[src/rtl/keypad_scan_buf.sv]
// Matrix keypad scanner with debounce and a first-word-fall-through key FIFO.
// One column is driven low at a time; an accepted press yields one code (row*COLS + col).
module keypad_scan_buf #(
  parameter int ROWS     = 4,
  parameter int COLS     = 4,
  parameter int SETTLE   = 2,
  parameter int DEBOUNCE = 10,
  parameter int DEPTH    = 4
) (
  input  logic                            clk,
  input  logic                            nRST,
  input  logic [ROWS-1:0]                 row_in,
  output logic [COLS-1:0]                 col_out,
  output logic                            key_rdy,
  input  logic                            key_rd,
  output logic [$clog2(ROWS*COLS)-1:0]    key_code,
  output logic [$clog2(DEPTH):0]          fifo_count,
  output logic                            overflow,
  input  logic                            ovf_clr
);

  localparam int CW  = $clog2(ROWS*COLS);
  localparam int CIW = $clog2(COLS);
  localparam int RW  = $clog2(ROWS);
  localparam int SW  = $clog2(SETTLE+1);
  localparam int PW  = $clog2(DEPTH);
  localparam int NW  = PW + 1;

  typedef enum logic [1:0] {
    ST_SCAN     = 2'd0,
    ST_DEBOUNCE = 2'd1,
    ST_PUSH     = 2'd2,
    ST_RELEASE  = 2'd3
  } state_t;

  state_t          r_state, w_state_next;
  logic [CIW-1:0]  r_col_idx, w_col_next, w_col_inc;
  logic [SW-1:0]   r_settle, w_settle_next;
  logic [7:0]      r_db_cnt, w_db_next;
  logic [ROWS-1:0] r_pat, w_pat_next;
  logic [ROWS-1:0] r_row_s1, r_row_s2;
  logic [RW-1:0]   w_row_sel;
  logic [CW-1:0]   w_code;

  logic [CW-1:0]   r_mem [DEPTH];
  logic [PW-1:0]   r_wr_ptr, r_rd_ptr;
  logic [NW-1:0]   r_count;
  logic            r_overflow;
  logic            w_push, w_pop, w_wr_en, w_drop;

  // Active-low column drive: only the selected column is pulled to 0.
  for (genvar gi = 0; gi < COLS; gi++) begin : g_col
    assign col_out[gi] = (r_col_idx != CIW'(gi));
  end

  assign w_col_inc = (r_col_idx == CIW'(COLS-1)) ? '0 : r_col_idx + 1'b1;

  always_comb begin
    w_row_sel = '0;
    for (int i = ROWS-1; i >= 0; i--) begin
      if (!r_pat[i]) w_row_sel = RW'(i);
    end
    w_code = CW'(int'(w_row_sel) * COLS + int'(r_col_idx));
  end

  always_comb begin
    w_state_next  = r_state;
    w_col_next    = r_col_idx;
    w_settle_next = r_settle;
    w_db_next     = r_db_cnt;
    w_pat_next    = r_pat;
    case (r_state)
      ST_SCAN: begin
        if (r_settle == SW'(SETTLE)) begin
          w_settle_next = '0;
          if (!(&r_row_s2)) begin
            w_state_next = ST_DEBOUNCE;
            w_pat_next   = r_row_s2;
            w_db_next    = '0;
          end else begin
            w_col_next = w_col_inc;
          end
        end else begin
          w_settle_next = r_settle + 1'b1;
        end
      end
      ST_DEBOUNCE: begin
        if (r_row_s2 == r_pat) begin
          if (r_db_cnt == 8'(DEBOUNCE-1)) begin
            w_state_next = ST_PUSH;
            w_db_next    = '0;
          end else begin
            w_db_next = r_db_cnt + 1'b1;
          end
        end else begin
          w_state_next  = ST_SCAN;
          w_db_next     = '0;
          w_settle_next = '0;
        end
      end
      ST_PUSH: begin
        w_state_next = ST_RELEASE;
        w_db_next    = '0;
      end
      ST_RELEASE: begin
        // Column stays put until the key has been fully released, so a held key never repeats.
        if (&r_row_s2) begin
          if (r_db_cnt == 8'(DEBOUNCE-1)) begin
            w_state_next  = ST_SCAN;
            w_col_next    = w_col_inc;
            w_db_next     = '0;
            w_settle_next = '0;
          end else begin
            w_db_next = r_db_cnt + 1'b1;
          end
        end else begin
          w_db_next = '0;
        end
      end
      default: w_state_next = ST_SCAN;
    endcase
  end

  always_ff @(posedge clk or negedge nRST) begin
    if (!nRST) begin
      r_state   <= ST_SCAN;
      r_col_idx <= '0;
      r_settle  <= '0;
      r_db_cnt  <= '0;
      r_pat     <= '1;
      r_row_s1  <= '1;
      r_row_s2  <= '1;
    end else begin
      r_state   <= w_state_next;
      r_col_idx <= w_col_next;
      r_settle  <= w_settle_next;
      r_db_cnt  <= w_db_next;
      r_pat     <= w_pat_next;
      r_row_s1  <= row_in;
      r_row_s2  <= r_row_s1;
    end
  end

  assign w_push  = (r_state == ST_PUSH);
  assign w_pop   = key_rd && (r_count != '0);
  // A full FIFO still accepts the push when the head is leaving in the same cycle.
  assign w_wr_en = w_push && ((r_count < NW'(DEPTH)) || w_pop);
  assign w_drop  = w_push && !w_wr_en;

  always_ff @(posedge clk) begin
    if (w_wr_en) r_mem[r_wr_ptr] <= w_code;
  end

  always_ff @(posedge clk or negedge nRST) begin
    if (!nRST) begin
      r_wr_ptr   <= '0;
      r_rd_ptr   <= '0;
      r_count    <= '0;
      r_overflow <= 1'b0;
    end else begin
      if (w_wr_en) r_wr_ptr <= r_wr_ptr + 1'b1;
      if (w_pop)   r_rd_ptr <= r_rd_ptr + 1'b1;
      case ({w_wr_en, w_pop})
        2'b10:   r_count <= r_count + 1'b1;
        2'b01:   r_count <= r_count - 1'b1;
        default: r_count <= r_count;
      endcase
      if (w_drop)       r_overflow <= 1'b1;
      else if (ovf_clr) r_overflow <= 1'b0;
    end
  end

  assign key_rdy    = (r_count != '0);
  assign key_code   = key_rdy ? r_mem[r_rd_ptr] : '0;
  assign fifo_count = r_count;
  assign overflow   = r_overflow;

endmodule

[config.mk]
export PLATFORM = sky130hd
export DESIGN_NAME = keypad_scan_buf
export DESIGN_NICKNAME = d
export VERILOG_FILES = /design/src/rtl/keypad_scan_buf.sv
export SDC_FILE = /design/constraint.sdc
export NUM_CORES = 1
export LEC_CHECK = 0
export CORE_MARGIN = 2
export CORE_UTILIZATION = 55
export CTS_CLUSTER_SIZE = 14
export DETAILED_ROUTE_END_ITERATION = 16
export GPL_TIMING_DRIVEN = 0
export HOLD_SLACK_MARGIN = 0.05
export PLACE_DENSITY = 0.77
export SYNTH_ARGS = -nofsm -noshare
export SYNTH_HDL_FRONTEND = slang
export SYNTH_SLANG_ARGS = --single-unit
[constraint.sdc]
create_clock -name clk -period 5.3 [get_ports clk]
set_input_delay 0.53 -clock clk [delete_from_list [all_inputs] [get_ports clk]]
set_output_delay 0.53 -clock clk [all_outputs]
set_load 0.1 [all_outputs]
Word level (Yosys, flattened, before mapping)

Memory sizes are Yosys's and may differ from the RTL's.
Cells that the tools add are included.

Logic and storage cells: 91
Memory bits (writable): 16
Output and inout bits: 13
Memories: 1
Bits of input ports: 8
Bits in registers: 34

Add/sub/neg operators: 8
Eq/ne operators: 19
$lt $le $gt $ge: 1
Bitwise logic cells: 1
Reduce and logical (&&, ||, !) cells: 18
Mux-type cells: 32

Memories:

| memory | depth | width | read ports | clocked after memory_dff | wr ports | line | text |
|---|---|---|---|---|---|---|---|
| r_mem  | 4     | 4     | 1          | 0                        | 1        | 45   | `logic [CW-1:0] r_mem [DEPTH];` |

Operator list:

| operator                                                               | count |
|---|---|
| 8-bit two-way mux                                                      | 5 |
| 2-bit two-way mux                                                      | 17 |
| 8-bit case mux with 4 select lines                                     | 1 |
| 2-bit inequality test (second input constant)                          | 8 |
| 2-bit equality test (second input constant)                            | 5 |
| 5-bit AND reduction                                                    | 2 |
| 2-bit by 1-bit adder with 2-bit output (second input constant)         | 4 |
| 8-bit by 1-bit adder with 8-bit output (second input constant)         | 1 |
| 8-bit by 4-bit equality test with 1-bit output (second input constant) | 1 |
| 2-bit case mux with 4 select lines                                     | 1 |
| 4-bit AND reduction                                                    | 2 |
| 2-bit nonzero test                                                     | 4 |
| 2-bit case mux with 3 select lines                                     | 1 |
| 3-bit case mux with 2 select lines                                     | 1 |
| 3-bit nonzero test                                                     | 2 |
| 4-bit by 2-bit adder with 4-bit output                                 | 1 |
| 2-bit by 1-bit equality test with 1-bit output (second input constant) | 2 |
| 4-bit equality test                                                    | 1 |
| 1-bit two-way mux                                                      | 4 |
| 4-bit two-way mux                                                      | 1 |
| 2-bit case mux with 2 select lines                                     | 1 |
| 3-bit by 1-bit adder with 3-bit output (second input constant)         | 1 |
| 1-bit logical AND                                                      | 3 |
| 3-bit less-than comparator (second input constant)                     | 1 |
| 9 further kinds                                                        | 9 |

Longest topological paths before layout

Gate-level depths: netlist of the first run.

Depth after elaboration: 7
Mapped depth: 11
Gate-level depth less buffers: 10

Least setup slack after synthesis of the first run

Ideal clock, no wire load.

Path type: register to output
From: register r_count[0] (netlist: fifo_count[0])
To: output key_code[0]
Data arrival time: 2882 ps
Setup slack: 1888 ps
Stages on the path, launching flop included: 4
Required time: 4770 ps
Buffers on the path: 0
Path through: dfrtp_1 -> inv_1 -> nand3_1 -> and2_1

Word-level cells in the longest chain between the ends: 2

Ends and longest elaborated chain:

| item                   | line | text |
|---|---|---|
| from (decl)            | 47   | `logic [NW-1:0] r_count;` |
| from (signal assigned) | 164  | `2'b10: r_count <= r_count + 1'b1;` |
| from (signal assigned) | 165  | `2'b01: r_count <= r_count - 1'b1;` |
| from (signal assigned) | 166  | `default: r_count <= r_count;` |
| 3-bit nonzero test     | 173  | `assign key_rdy = (r_count != '0);` |
| net key_rdy            | 14   | `output logic key_rdy,` |
| 4-bit two-way mux      | 174  | `assign key_code = key_rdy ? r_mem[r_rd_ptr] : '0;` |
| to (decl)              | 16   | `output logic [$clog2(ROWS*COLS)-1:0] key_code,` |

The timed path passes the listed nets, and every way through them passes these cells.

Final worst setup path of the first run

From: register r_rd_ptr[0]
To: output key_code[2]

Word-level cells in the longest chain between the ends: 2

Ends and longest elaborated chain:

| item                   | line | text |
|---|---|---|
| from (decl)            | 46   | `logic [PW-1:0] r_wr_ptr, r_rd_ptr;` |
| from (signal assigned) | 162  | `if (w_pop) r_rd_ptr <= r_rd_ptr + 1'b1;` |
| memory 4 x 4 bit       | n/a  |  |
| 4-bit two-way mux      | 174  |  |

Every way passes these cells.

==> impl_metrics.prom, run 1 <==
# TYPE chip_impl_metric gauge
chip_impl_metric{name="grt_pass1_vias",unit=""} 1554
chip_impl_metric{name="maxCapViolations",unit=""} 0
chip_impl_metric{name="cts_hold_buffers",unit=""} 0
chip_impl_metric{name="ir_drop",unit="uV"} 279
chip_impl_metric{name="design.die.area",unit="sq mm"} 0.00487
chip_impl_metric{name="grt_max_degree",unit=""} 35
chip_impl_metric{name="die-height",unit="microns"} 69.8
chip_impl_metric{name="cts.clk_slew.worst_paths",unit="ps"} 90
chip_impl_metric{name="grt_antenna_before_repair",unit=""} 0
chip_impl_metric{name="area_growth",unit="%"} 15.4
chip_impl_metric{name="cts-buffers-inserted",unit=""} 5
chip_impl_metric{name="finalNetCount",unit=""} 236
chip_impl_info{name="rsz0062_at_grt",value="false"} 1
chip_impl_metric{name="ctsLongestPathBuffers",unit=""} 2
chip_impl_info{name="grt.busiest_layer",value="met2"} 1
chip_impl_info{name="library_cell_with_the_highest_instance_count_after_synthesis",value="sky130_fd_sc_hd__dfrtp_1"} 1
chip_impl_info{name="setup.worst_path.class",value="reg2out"} 1
chip_impl_metric{name="io-pin-count",unit=""} 21
chip_impl_metric{name="detail_route.drc_violations",unit=""} 0
chip_impl_metric{name="clock_sink_count",unit=""} 50
chip_impl_metric{name="synth_cell_types",unit=""} 41
chip_impl_metric{name="ys_seq_area_frac",unit=""} 0.566
chip_impl_metric{name="post-synth-top-area-fraction",unit=""} 0.231
chip_impl_metric{name="synthesized_netlist_cell_count",unit=""} 189
chip_impl_metric{name="place_congestion",unit=""} 0.825
chip_impl_metric{name="synth-edff-count",unit=""} 16
chip_impl_metric{name="firstDrtPassIters",unit=""} 4
chip_impl_metric{name="clock_insertion_delay_worst_skew",unit="ps"} 290
chip_impl_metric{name="globalRouteOverflowTotal",unit=""} 0
chip_impl_info{name="synth.top_cells.by_area",value="sky130_fd_sc_hd__dfrtp_1 (23%), sky130_fd_sc_hd__edfxtp_1 (20%), sky130_fd_sc_hd__dfstp_2 (13%), sky130_fd_sc_hd__ha_1 (5.8%), sky130_fd_sc_hd__mux4_2 (3.8%)"} 1
chip_impl_metric{name="post_cts.repair.setup_buffers",unit=""} 0
chip_impl_metric{name="max_clock_freq",unit="MHz"} 333
chip_impl_metric{name="viasPerCell",unit=""} 5.43
chip_impl_metric{name="avg_synthesized_cell_area",unit="sq um"} 12.6
chip_impl_metric{name="layout-drive-gt1-share",unit=""} 0.194
chip_impl_metric{name="coreArea",unit="sq mm"} 0.00409
chip_impl_metric{name="required",unit="ps"} 4770
chip_impl_info{name="synthDominantAreaCellType",value="sky130_fd_sc_hd__dfrtp_1"} 1
chip_impl_metric{name="min_period_over_period",unit=""} 0.567
chip_impl_info{name="cts_tree",value="yes"} 1
chip_impl_metric{name="setup_total_negative_slack",unit="ps"} 0
chip_impl_metric{name="timing.final.setup_violations",unit=""} 0
chip_impl_info{name="worst_min_path_class",value="in2async"} 1
chip_impl_info{name="worst_setup_path_end_kind",value="primary output"} 1
chip_impl_metric{name="drt.antenna.violating_nets",unit=""} 0
chip_impl_metric{name="maxSlewViolCount",unit=""} 0
chip_impl_metric{name="grt_first_pass_wirelength",unit="microns"} 6810
chip_impl_metric{name="totalWireLength",unit="microns"} 3790
chip_impl_metric{name="buffer_ports.inserted",unit=""} 20
chip_impl_metric{name="syn_area",unit="sq mm"} 0.00238
chip_impl_metric{name="antenna_cells_inserted",unit=""} 0
chip_impl_metric{name="floorplan.initialDensity",unit=""} 0.582
chip_impl_metric{name="ctsResizeCount",unit=""} 0
chip_impl_metric{name="syn-num-nets",unit=""} 209
chip_impl_info{name="clockRootBuffer",value="sky130_fd_sc_hd__clkbuf_8"} 1
chip_impl_metric{name="final_cell_area",unit="sq mm"} 0.00275
chip_impl_metric{name="detailed_place_hpwl",unit="microns"} 2860
chip_impl_metric{name="worst-slew-pin-transition",unit="ps"} 972
chip_impl_info{name="synth-main-ff-cell",value="sky130_fd_sc_hd__dfrtp_1"} 1
chip_impl_info{name="outcome",value="complete, no violations"} 1
chip_impl_metric{name="dr_total_vias",unit=""} 1450
chip_impl_metric{name="p_leak",unit="uW"} 0.00107
chip_impl_metric{name="grt_util_met1",unit=""} 0.205
chip_impl_metric{name="synth_warnings",unit=""} 0
chip_impl_metric{name="grtUsageTotal",unit=""} 0.176
chip_impl_info{name="synth_common_cells",value="sky130_fd_sc_hd__dfrtp_1 (22), sky130_fd_sc_hd__inv_1 (21), sky130_fd_sc_hd__nand2_1 (20), sky130_fd_sc_hd__edfxtp_1 (16), sky130_fd_sc_hd__dfstp_2 (12)"} 1
chip_impl_metric{name="grtUsageMet3",unit=""} 0.0552
chip_impl_info{name="crit_path_start_kind",value="flop"} 1
chip_impl_metric{name="placement_rows",unit=""} 23
chip_impl_metric{name="globalRouteMet2Util",unit=""} 0.312
chip_impl_metric{name="p_per_area",unit="mW/mm^2"} 568
chip_impl_metric{name="timing.critical_path.fanout_max",unit=""} 6
chip_impl_metric{name="detailedRoute.firstIterationViolations",unit=""} 56
chip_impl_metric{name="timing_hold_violations_final",unit=""} 0
chip_impl_metric{name="htree_num_levels",unit=""} 2
chip_impl_metric{name="chipWidth",unit="microns"} 69.8
chip_impl_metric{name="synthesis_stage_register_bit_count",unit=""} 50
chip_impl_metric{name="wire_per_inst",unit="microns"} 14.2
chip_impl_metric{name="placed_cell_area",unit="sq mm"} 0.00264
chip_impl_metric{name="finalWorstPathRequiredPeriod",unit="ps"} 3000
chip_impl_metric{name="share_of_flip_flops_with_an_asynchronous_set_or_reset",unit=""} 0.680
chip_impl_metric{name="total_power_consumption",unit="uW"} 1560
chip_impl_metric{name="fin_skew",unit="ps"} 7.25
chip_impl_metric{name="crit_arrival",unit="ps"} 2470
chip_impl_metric{name="worst_slew_margin",unit=""} 0.350
==> through the flow <==
stage          setup slack (ps)  instances   util  hold slack [ps]
5_1_grt                    2220        267  0.672              346
6_report                   2300        267  0.672              292
3_3_place_gp               2640        259  0.647              346
2_1_floorplan              1890        189      -              234
3_5_place_dp               2610        259  0.645              349
4_1_cts                    2280        267  0.672              325
==> worst paths after layout <==
kind | start | to | slack, ps | cells past startpoint
max | r_rd_ptr[0] | key_code[2] | 2300 | 4
min | nRST | r_rd_ptr[1] | 290 | 1
max in group asynchronous | nRST | r_db_cnt[0] | 4530 | 1
min in group clk | r_row_s1[2] | r_row_s2[2] | 360 | 0
min reg2reg | r_row_s1[2] | r_row_s2[2] | 360 | 0
max reg2reg | r_state[0] | fifo_count[1] | 3030 | 9
==> cells in the final DEF (no fill, tap or decap), types with 3 or more instances in the layout <==
cell / synthesis / routed
sky130_fd_sc_hd__xor2_1: 3 / 3
sky130_fd_sc_hd__and2_1: 8 / 8
sky130_fd_sc_hd__nand2_1: 20 / 20
sky130_fd_sc_hd__clkdlybuf4s50_1: 0 / 19
sky130_fd_sc_hd__o21ai_0: 8 / 8
sky130_fd_sc_hd__dfrtp_1: 22 / 22
sky130_fd_sc_hd__xnor2_1: 8 / 8
sky130_fd_sc_hd__mux2_2: 6 / 6
sky130_fd_sc_hd__nand3_1: 6 / 6
sky130_fd_sc_hd__inv_1: 21 / 21
sky130_fd_sc_hd__nor3_1: 3 / 3
sky130_fd_sc_hd__nor2_1: 5 / 5
sky130_fd_sc_hd__a31oi_1: 4 / 4
sky130_fd_sc_hd__edfxtp_1: 16 / 16
sky130_fd_sc_hd__clkbuf_8: 2 / 7
sky130_fd_sc_hd__dfstp_2: 12 / 12
sky130_fd_sc_hd__ha_1: 11 / 11
sky130_fd_sc_hd__a21oi_1: 3 / 3
sky130_fd_sc_hd__mux4_2: 4 / 4
==> flip-flops by register name, indices dropped and copies added, names as in the netlist, named ones only <==
name	cells
r_mem	16
r_db_cnt	8
r_pat	4
r_row_s1	4
r_row_s2	4
fifo_count	3
r_col_idx	2
r_rd_ptr	2
r_settle	2
r_wr_ptr	2
overflow	1
r_state	1
==> per-layer routing <==
layer,up-vias,part of all wire
li1,705,-
met1,698,0.43
met2,41,0.52
met3,6,0.045
met4,0,0.0079
met5,-,0
==> power by group <==
| group | switching [uW] | internal [uW] | total [uW] |
|---|---|---|---|
| registers | 62.5 | 488 | 551 |
| logic | 523 | 231 | 754 |
| clock network | 118 | 139 | 256 |
==> final cells by class <==
cell class                 count  area, sq um
inverter                      21         78.8
clock buffer                   5         68.8
timing repair buffer          20          195
multi-input combinational    114          915
fill                         298         1340
buffer                         4         40.0
clock inverter                 3         40.0
tap                           50         62.6
sequential                    50         1350
==> cell families after synthesis <==
group / Yosys count / share of synthesized area
compound gates: 28 / 0.0857
xor+xnor: 11 / 0.0405
fa+ha+maj: 12 / 0.0662
buf+inv: 25 / 0.0499
flops: 50 / 0.566
mux: 11 / 0.0705
simple gates: 52 / 0.121
==> worst max-delay path, stage by stage (launching register included) <==
cell                              delay (ps)
sky130_fd_sc_hd__dfrtp_1                 330
sky130_fd_sc_hd__buf_2                   200
sky130_fd_sc_hd__mux4_2                  520
sky130_fd_sc_hd__and2_1                  170
sky130_fd_sc_hd__clkdlybuf4s50_1         960
No activity file was read; power rests on OpenSTA's default activity.
==> inputs of run 2 (changes only) <==
Settings changed: CORE_UTILIZATION 55 to 51, PLACE_DENSITY 0.77 to 0.75.
Clock period 5.3 ns to 2.45 ns, I/O delays scaled along.
==> impl_metrics.prom, run 2 (synthesized netlist as in run 1, its figures left out) <==
# TYPE chip_impl_metric gauge
chip_impl_info{name="outcome",value="complete, no violations"} 1
chip_impl_metric{name="cts.clk_slew.worst_paths",unit="ps"} 90
chip_impl_metric{name="chipWidth",unit="microns"} 72.3
chip_impl_metric{name="floorplan.initialDensity",unit=""} 0.539
chip_impl_metric{name="globalRouteOverflowTotal",unit=""} 0
chip_impl_metric{name="detailed_place_hpwl",unit="microns"} 2790
chip_impl_metric{name="drt.antenna.violating_nets",unit=""} 0
chip_impl_metric{name="grtUsageTotal",unit=""} 0.174
chip_impl_metric{name="hold_path_depth",unit=""} 1
chip_impl_metric{name="htree_num_levels",unit=""} 2
chip_impl_metric{name="antenna_cells_inserted",unit=""} 0
chip_impl_info{name="setup.worst_path.class",value="reg2out"} 1
chip_impl_info{name="rsz0062_at_grt",value="false"} 1
chip_impl_metric{name="timing_hold_violations_final",unit=""} 0
chip_impl_info{name="clockRootBuffer",value="sky130_fd_sc_hd__clkbuf_8"} 1
chip_impl_metric{name="worst-slew-pin-transition",unit="ps"} 969
chip_impl_metric{name="crit_arrival",unit="ps"} 2140
chip_impl_info{name="mostFrequentLayoutCells",value="sky130_fd_sc_hd__inv_1 (21), sky130_fd_sc_hd__nand2_1 (20), sky130_fd_sc_hd__dfrtp_1 (19)"} 1
chip_impl_metric{name="nFillCells",unit=""} 330
chip_impl_info{name="top_signal_layer_used",value="met4"} 1
chip_impl_info{name="biggest_regs",value="r_mem: 16 flops, r_db_cnt: 8 flops"} 1
chip_impl_metric{name="required",unit="ps"} 2200
chip_impl_metric{name="wire_per_inst",unit="microns"} 14.2
chip_impl_metric{name="design.die.area",unit="sq mm"} 0.00523
chip_impl_metric{name="io-pin-count",unit=""} 21
chip_impl_metric{name="grt_first_pass_wirelength",unit="microns"} 6960
chip_impl_metric{name="min_period_over_period",unit=""} 0.972
chip_impl_metric{name="wl_met1",unit="microns"} 1720
chip_impl_info{name="crit_path_start_kind",value="flop"} 1
chip_impl_metric{name="maxSlewViolCount",unit=""} 0
chip_impl_metric{name="timing.critical_path.fanout_max",unit=""} 6
chip_impl_metric{name="totalWireLength",unit="microns"} 3850
chip_impl_metric{name="coreArea",unit="sq mm"} 0.00441
chip_impl_info{name="worst_min_path_class",value="in2reg"} 1
chip_impl_metric{name="largest_register_ff_count",unit=""} 16
chip_impl_metric{name="detailedRoute.firstIterationViolations",unit=""} 90
chip_impl_metric{name="detail_route.drc_violations",unit=""} 0
chip_impl_metric{name="register_area",unit="sq mm"} 0.00135
chip_impl_metric{name="grt_antenna_before_repair",unit=""} 0
chip_impl_metric{name="dr_total_vias",unit=""} 1462
chip_impl_info{name="worst_setup_path_end_kind",value="primary output"} 1
chip_impl_metric{name="finalWorstPathRequiredPeriod",unit="ps"} 2380
chip_impl_metric{name="p_leak",unit="uW"} 0.00109
chip_impl_info{name="cts_tree",value="yes"} 1
chip_impl_metric{name="buffer_ports.inserted",unit=""} 20
chip_impl_metric{name="worst_slew_margin",unit=""} 0.352
chip_impl_metric{name="max_clock_freq",unit="MHz"} 420
chip_impl_metric{name="fin_skew",unit="ps"} 6.76
chip_impl_metric{name="cts-buffers-inserted",unit=""} 5
chip_impl_metric{name="firstDrtPassIters",unit=""} 4
chip_impl_metric{name="multi_input_area",unit="sq um"} 928
chip_impl_metric{name="ctsLongestPathBuffers",unit=""} 2
chip_impl_metric{name="placement_rows",unit=""} 24
chip_impl_metric{name="placed_cell_area",unit="sq mm"} 0.00265
chip_impl_metric{name="grt_max_degree",unit=""} 35
chip_impl_metric{name="met3RoutedLength",unit="microns"} 176
chip_impl_metric{name="setup_total_negative_slack",unit="ps"} 0
chip_impl_metric{name="layout-drive-gt1-share",unit=""} 0.234
chip_impl_metric{name="area_growth",unit="%"} 17.2
chip_impl_metric{name="reg2regPathDepth",unit=""} 9
chip_impl_metric{name="timing.final.setup_violations",unit=""} 0
chip_impl_metric{name="total_power_consumption",unit="uW"} 3460
chip_impl_metric{name="ir_drop",unit="uV"} 599
chip_impl_info{name="register_bank_with_the_most_flops",value="r_mem"} 1
chip_impl_metric{name="finalNetCount",unit=""} 237
chip_impl_metric{name="met2RoutedLength",unit="microns"} 1900
chip_impl_metric{name="clock_insertion_delay_worst_skew",unit="ps"} 300
chip_impl_info{name="final_common_cell",value="sky130_fd_sc_hd__inv_1"} 1
chip_impl_metric{name="maxCapViolations",unit=""} 0
chip_impl_metric{name="final_cell_area",unit="sq mm"} 0.00279
chip_impl_metric{name="p_per_area",unit="mW/mm^2"} 1240
chip_impl_metric{name="viasPerCell",unit=""} 5.41
chip_impl_metric{name="grt_pass1_vias",unit=""} 1514
chip_impl_metric{name="die-height",unit="microns"} 72.3
chip_impl_metric{name="clock_sink_count",unit=""} 50
chip_impl_metric{name="place_congestion",unit=""} 0.801
## run 2: metrics by stage
step                      instances  setup slack, ps  hold slack (ps)  utilization
after global placement          261             44.9              346        0.602
final                           270             68.4              342        0.632
after CTS                       270           0.0517              336        0.632
after global routing            270             1.17              342        0.632
after detailed placement        261             5.49              348        0.601
after floorplan                 189              200            -50.6            -
## run 2: area by class of cell
class	instances	area share
flip-flops and latches	50	0.484
plain buffers	4	0.0143
well taps	52	0.0233
clock buffers	5	0.0247
multi-input cells	114	0.333
repair buffers	21	0.0700
clock inverters	3	0.0229
inverters	21	0.0283
## run 2: per-layer routing
layer / GRT usage / up-vias
met1: 0.225 / 711
met5: 0 / -
met4: 0.0755 / 0
met3: 0.0347 / 4
li1: - / 709
met2: 0.286 / 38
## run 2: path summary, 6_finish.rpt
kind                                      end         from  slack (ps)
worst min-delay path              r_row_s1[1]    row_in[1]         340
worst max register to register  fifo_count[1]   r_state[0]         410
max in group asynchronous       fifo_count[2]         nRST        1360
worst min register to register    r_row_s2[0]  r_row_s1[0]         350
min in group asynchronous         r_rd_ptr[1]         nRST         550
worst max-delay path              key_code[0]  r_rd_ptr[0]          70
## run 2: power by group
part	internal [uW]	switching (uW)
Clock	404	258
Combinational	461	1130
Sequential	1060	149
## run 2: timing repair
item | CTS | global route
setup endpoints to repair | 7 | 3
buffers inserted | 0 | 0
gates resized for setup | 7 | 4
hold endpoints to repair | 22 | 0
hold buffers | 1 | 0
## run 2: worst max-delay path: stages, from the launching register on
cell                            delay (ps)
sky130_fd_sc_hd__dfrtp_1               370
sky130_fd_sc_hd__buf_2                 170
sky130_fd_sc_hd__mux4_2                330
sky130_fd_sc_hd__and2_2                130
sky130_fd_sc_hd__dlygate4sd2_1         840
==> inputs of run 3 (changes only) <==
Settings changed: HOLD_SLACK_MARGIN 0.05 to default.
==> impl_metrics.prom, run 3 (synthesized netlist as in run 1, its figures left out) <==
# TYPE chip_impl_metric gauge
chip_impl_info{name="outcome",value="complete, no violations"} 1
chip_impl_metric{name="ir_drop",unit="uV"} 599
chip_impl_info{name="crit_end",value="key_code[0]"} 1
chip_impl_metric{name="ctsLongestPathBuffers",unit=""} 2
chip_impl_metric{name="drt.antenna.violating_nets",unit=""} 0
chip_impl_metric{name="place_congestion",unit=""} 0.801
chip_impl_metric{name="clock_sink_count",unit=""} 50
chip_impl_metric{name="chipWidth",unit="microns"} 72.3
chip_impl_metric{name="detail_route.drc_violations",unit=""} 0
chip_impl_metric{name="p_leak",unit="uW"} 0.00109
chip_impl_metric{name="total_power_consumption",unit="uW"} 3460
chip_impl_info{name="worst_setup_path_end_kind",value="primary output"} 1
chip_impl_metric{name="dp_worst_setup_slack",unit="ps"} 5.49
chip_impl_metric{name="largest_register_ff_count",unit=""} 16
chip_impl_metric{name="min_period_over_period",unit=""} 0.972
chip_impl_info{name="final_common_cell",value="sky130_fd_sc_hd__inv_1"} 1
chip_impl_info{name="mostFrequentLayoutCells",value="sky130_fd_sc_hd__inv_1 (21), sky130_fd_sc_hd__nand2_1 (20), sky130_fd_sc_hd__dfrtp_1 (19)"} 1
chip_impl_metric{name="grt_max_degree",unit=""} 35
chip_impl_info{name="clockRootBuffer",value="sky130_fd_sc_hd__clkbuf_8"} 1
chip_impl_metric{name="globalRouteOverflowTotal",unit=""} 0
chip_impl_metric{name="totalWireLength",unit="microns"} 3850
chip_impl_metric{name="area_growth",unit="%"} 16.8
chip_impl_metric{name="io-pin-count",unit=""} 21
chip_impl_metric{name="wire_per_inst",unit="microns"} 14.3
chip_impl_metric{name="design.die.area",unit="sq mm"} 0.00523
chip_impl_info{name="grt.busiest_layer",value="met2"} 1
chip_impl_info{name="setup.worst_path.class",value="reg2out"} 1
chip_impl_metric{name="reg2regPathDepth",unit=""} 9
chip_impl_metric{name="htree_num_levels",unit=""} 2
chip_impl_metric{name="buffer_ports.inserted",unit=""} 20
chip_impl_info{name="worstReg2RegStart",value="r_state[0]"} 1
chip_impl_metric{name="max_clock_freq",unit="MHz"} 420
chip_impl_metric{name="dr_total_vias",unit=""} 1448
chip_impl_metric{name="power.clock.fraction",unit=""} 0.191
chip_impl_metric{name="final_core_utilization",unit=""} 0.630
chip_impl_metric{name="power_switching_share",unit=""} 0.444
chip_impl_metric{name="cts-buffers-inserted",unit=""} 5
chip_impl_metric{name="timing.final.setup_violations",unit=""} 0
chip_impl_metric{name="antenna_cells_inserted",unit=""} 0
chip_impl_info{name="reg2reg_to",value="fifo_count[1]"} 1
chip_impl_metric{name="placed_cell_area",unit="sq mm"} 0.00265
chip_impl_info{name="crit_path_start_kind",value="flop"} 1
chip_impl_metric{name="grt_first_pass_wirelength",unit="microns"} 6920
chip_impl_info{name="startpoint",value="r_rd_ptr[0]"} 1
chip_impl_metric{name="coreArea",unit="sq mm"} 0.00441
chip_impl_metric{name="die-height",unit="microns"} 72.3
chip_impl_metric{name="detailedRoute.firstIterationViolations",unit=""} 70
chip_impl_metric{name="switchingPower",unit="uW"} 1540
chip_impl_metric{name="timing_hold_violations_final",unit=""} 0
chip_impl_metric{name="clock_insertion_delay_worst_skew",unit="ps"} 300
chip_impl_metric{name="power.internal",unit="uW"} 1920
chip_impl_metric{name="setup_slack",unit="ps"} 68.6
chip_impl_metric{name="p_per_area",unit="mW/mm^2"} 1240
chip_impl_metric{name="floorplan.initialDensity",unit=""} 0.539
chip_impl_metric{name="firstDrtPassIters",unit=""} 4
chip_impl_metric{name="grt_antenna_before_repair",unit=""} 0
chip_impl_info{name="cts_tree",value="yes"} 1
chip_impl_metric{name="power_frac_seq",unit=""} 0.350
chip_impl_metric{name="finalWorstPathRequiredPeriod",unit="ps"} 2380
chip_impl_info{name="biggest_regs",value="r_mem: 16 flops, r_db_cnt: 8 flops"} 1
chip_impl_metric{name="worst_slew_margin",unit=""} 0.353
chip_impl_metric{name="placement_rows",unit=""} 24
chip_impl_metric{name="globalRouteMet2Util",unit=""} 0.284
chip_impl_metric{name="fin_skew",unit="ps"} 7.26
chip_impl_metric{name="r2r_slack",unit="ps"} 410
chip_impl_metric{name="maxSlewViolCount",unit=""} 0
chip_impl_info{name="worst_min_path_class",value="in2async"} 1
chip_impl_metric{name="grt_util_met1",unit=""} 0.227
chip_impl_metric{name="grtUsageTotal",unit=""} 0.174
chip_impl_info{name="rsz0062_at_grt",value="false"} 1
chip_impl_metric{name="worst-slew-pin-transition",unit="ps"} 968
chip_impl_metric{name="timing.critical_path.fanout_max",unit=""} 6
chip_impl_info{name="register_bank_with_the_most_flops",value="r_mem"} 1
chip_impl_metric{name="grt_pass1_vias",unit=""} 1492
chip_impl_metric{name="final_cell_area",unit="sq mm"} 0.00278
chip_impl_metric{name="post_cts.repair.setup_buffers",unit=""} 0
chip_impl_metric{name="cts.clk_slew.worst_paths",unit="ps"} 90
chip_impl_metric{name="finalNetCount",unit=""} 236
chip_impl_metric{name="maxCapViolations",unit=""} 0
chip_impl_metric{name="detailed_place_hpwl",unit="microns"} 2790
chip_impl_metric{name="comb_power_share",unit=""} 0.459
chip_impl_metric{name="grtUsageMet3",unit=""} 0.0347
chip_impl_metric{name="required",unit="ps"} 2200
chip_impl_metric{name="setup_total_negative_slack",unit="ps"} 0
chip_impl_metric{name="layout-drive-gt1-share",unit=""} 0.235
chip_impl_metric{name="crit_arrival",unit="ps"} 2140
chip_impl_metric{name="viasPerCell",unit=""} 5.38
[run 3: changes by cell type in the layout (fill, tap and decap cells not counted), sizes merged]
cell	change
dlygate4sd3	-1
[run 3: cell type report]
type                    count  area [sq um]
repair buffers             20           185
multi-input cells         114           928
fillers                   331          1630
plain buffers               4          40.0
well taps                  52          65.1
clock inverters             3          63.8
inverters                  21          78.8
clock buffers               5          68.8
flip-flops and latches     50          1350
[run 3: worst max-delay path: stages, from the launching register on]
cell                            delay [ps]
sky130_fd_sc_hd__dfrtp_1               370
sky130_fd_sc_hd__buf_2                 170
sky130_fd_sc_hd__mux4_2                330
sky130_fd_sc_hd__and2_2                130
sky130_fd_sc_hd__dlygate4sd2_1         840
[run 3: worst min-delay path by stage]
stage / endpoint / from / cells after the start / slack (ps)
6_report: r_rd_ptr[1] / nRST / 1 / 10
5_1_grt: r_db_cnt[4] / nRST / 1 / 70
4_1_cts: r_db_cnt[3] / nRST / 1 / 30
3_5_place_dp: r_rd_ptr[1] / nRST / 1 / 350
3_3_place_gp: r_row_s2[2] / r_row_s1[2] / 0 / 350
2_1_floorplan: async pin / nRST / 0 / -50
[run 3: metrics by stage]
step           hold slack [ps]  std cells
2_1_floorplan            -50.6        189
3_3_place_gp               346        261
3_5_place_dp               348        261
4_1_cts                   29.2        269
5_1_grt                   69.3        269
6_report                  10.4        269
[run 3: repair_timing]
action                                 in CTS  in global routing
setup endpoints to repair                   7                  3
resized for setup                           7                  4
pin swaps                                   0                  0
hold buffers                                0                  0
endpoints found under the hold margin       0                  0
cloned                                      0                  0
[run 3: per-layer routing]
metal,part of all wire,up-vias
met4,0.011,0
met5,0,-
li1,-,706
met1,0.45,704
met3,0.043,4
met2,0.49,34
[run 3: power groups by stage]
stage               registers (uW)  logic, uW  clock network, uW
global placement              1200       1600                  0
detailed placement            1220       1650                  0
floorplan                     1360       1150                  0
global route                  1240       1690                713
finish                        1210       1590                662
CTS                           1210       1610                672
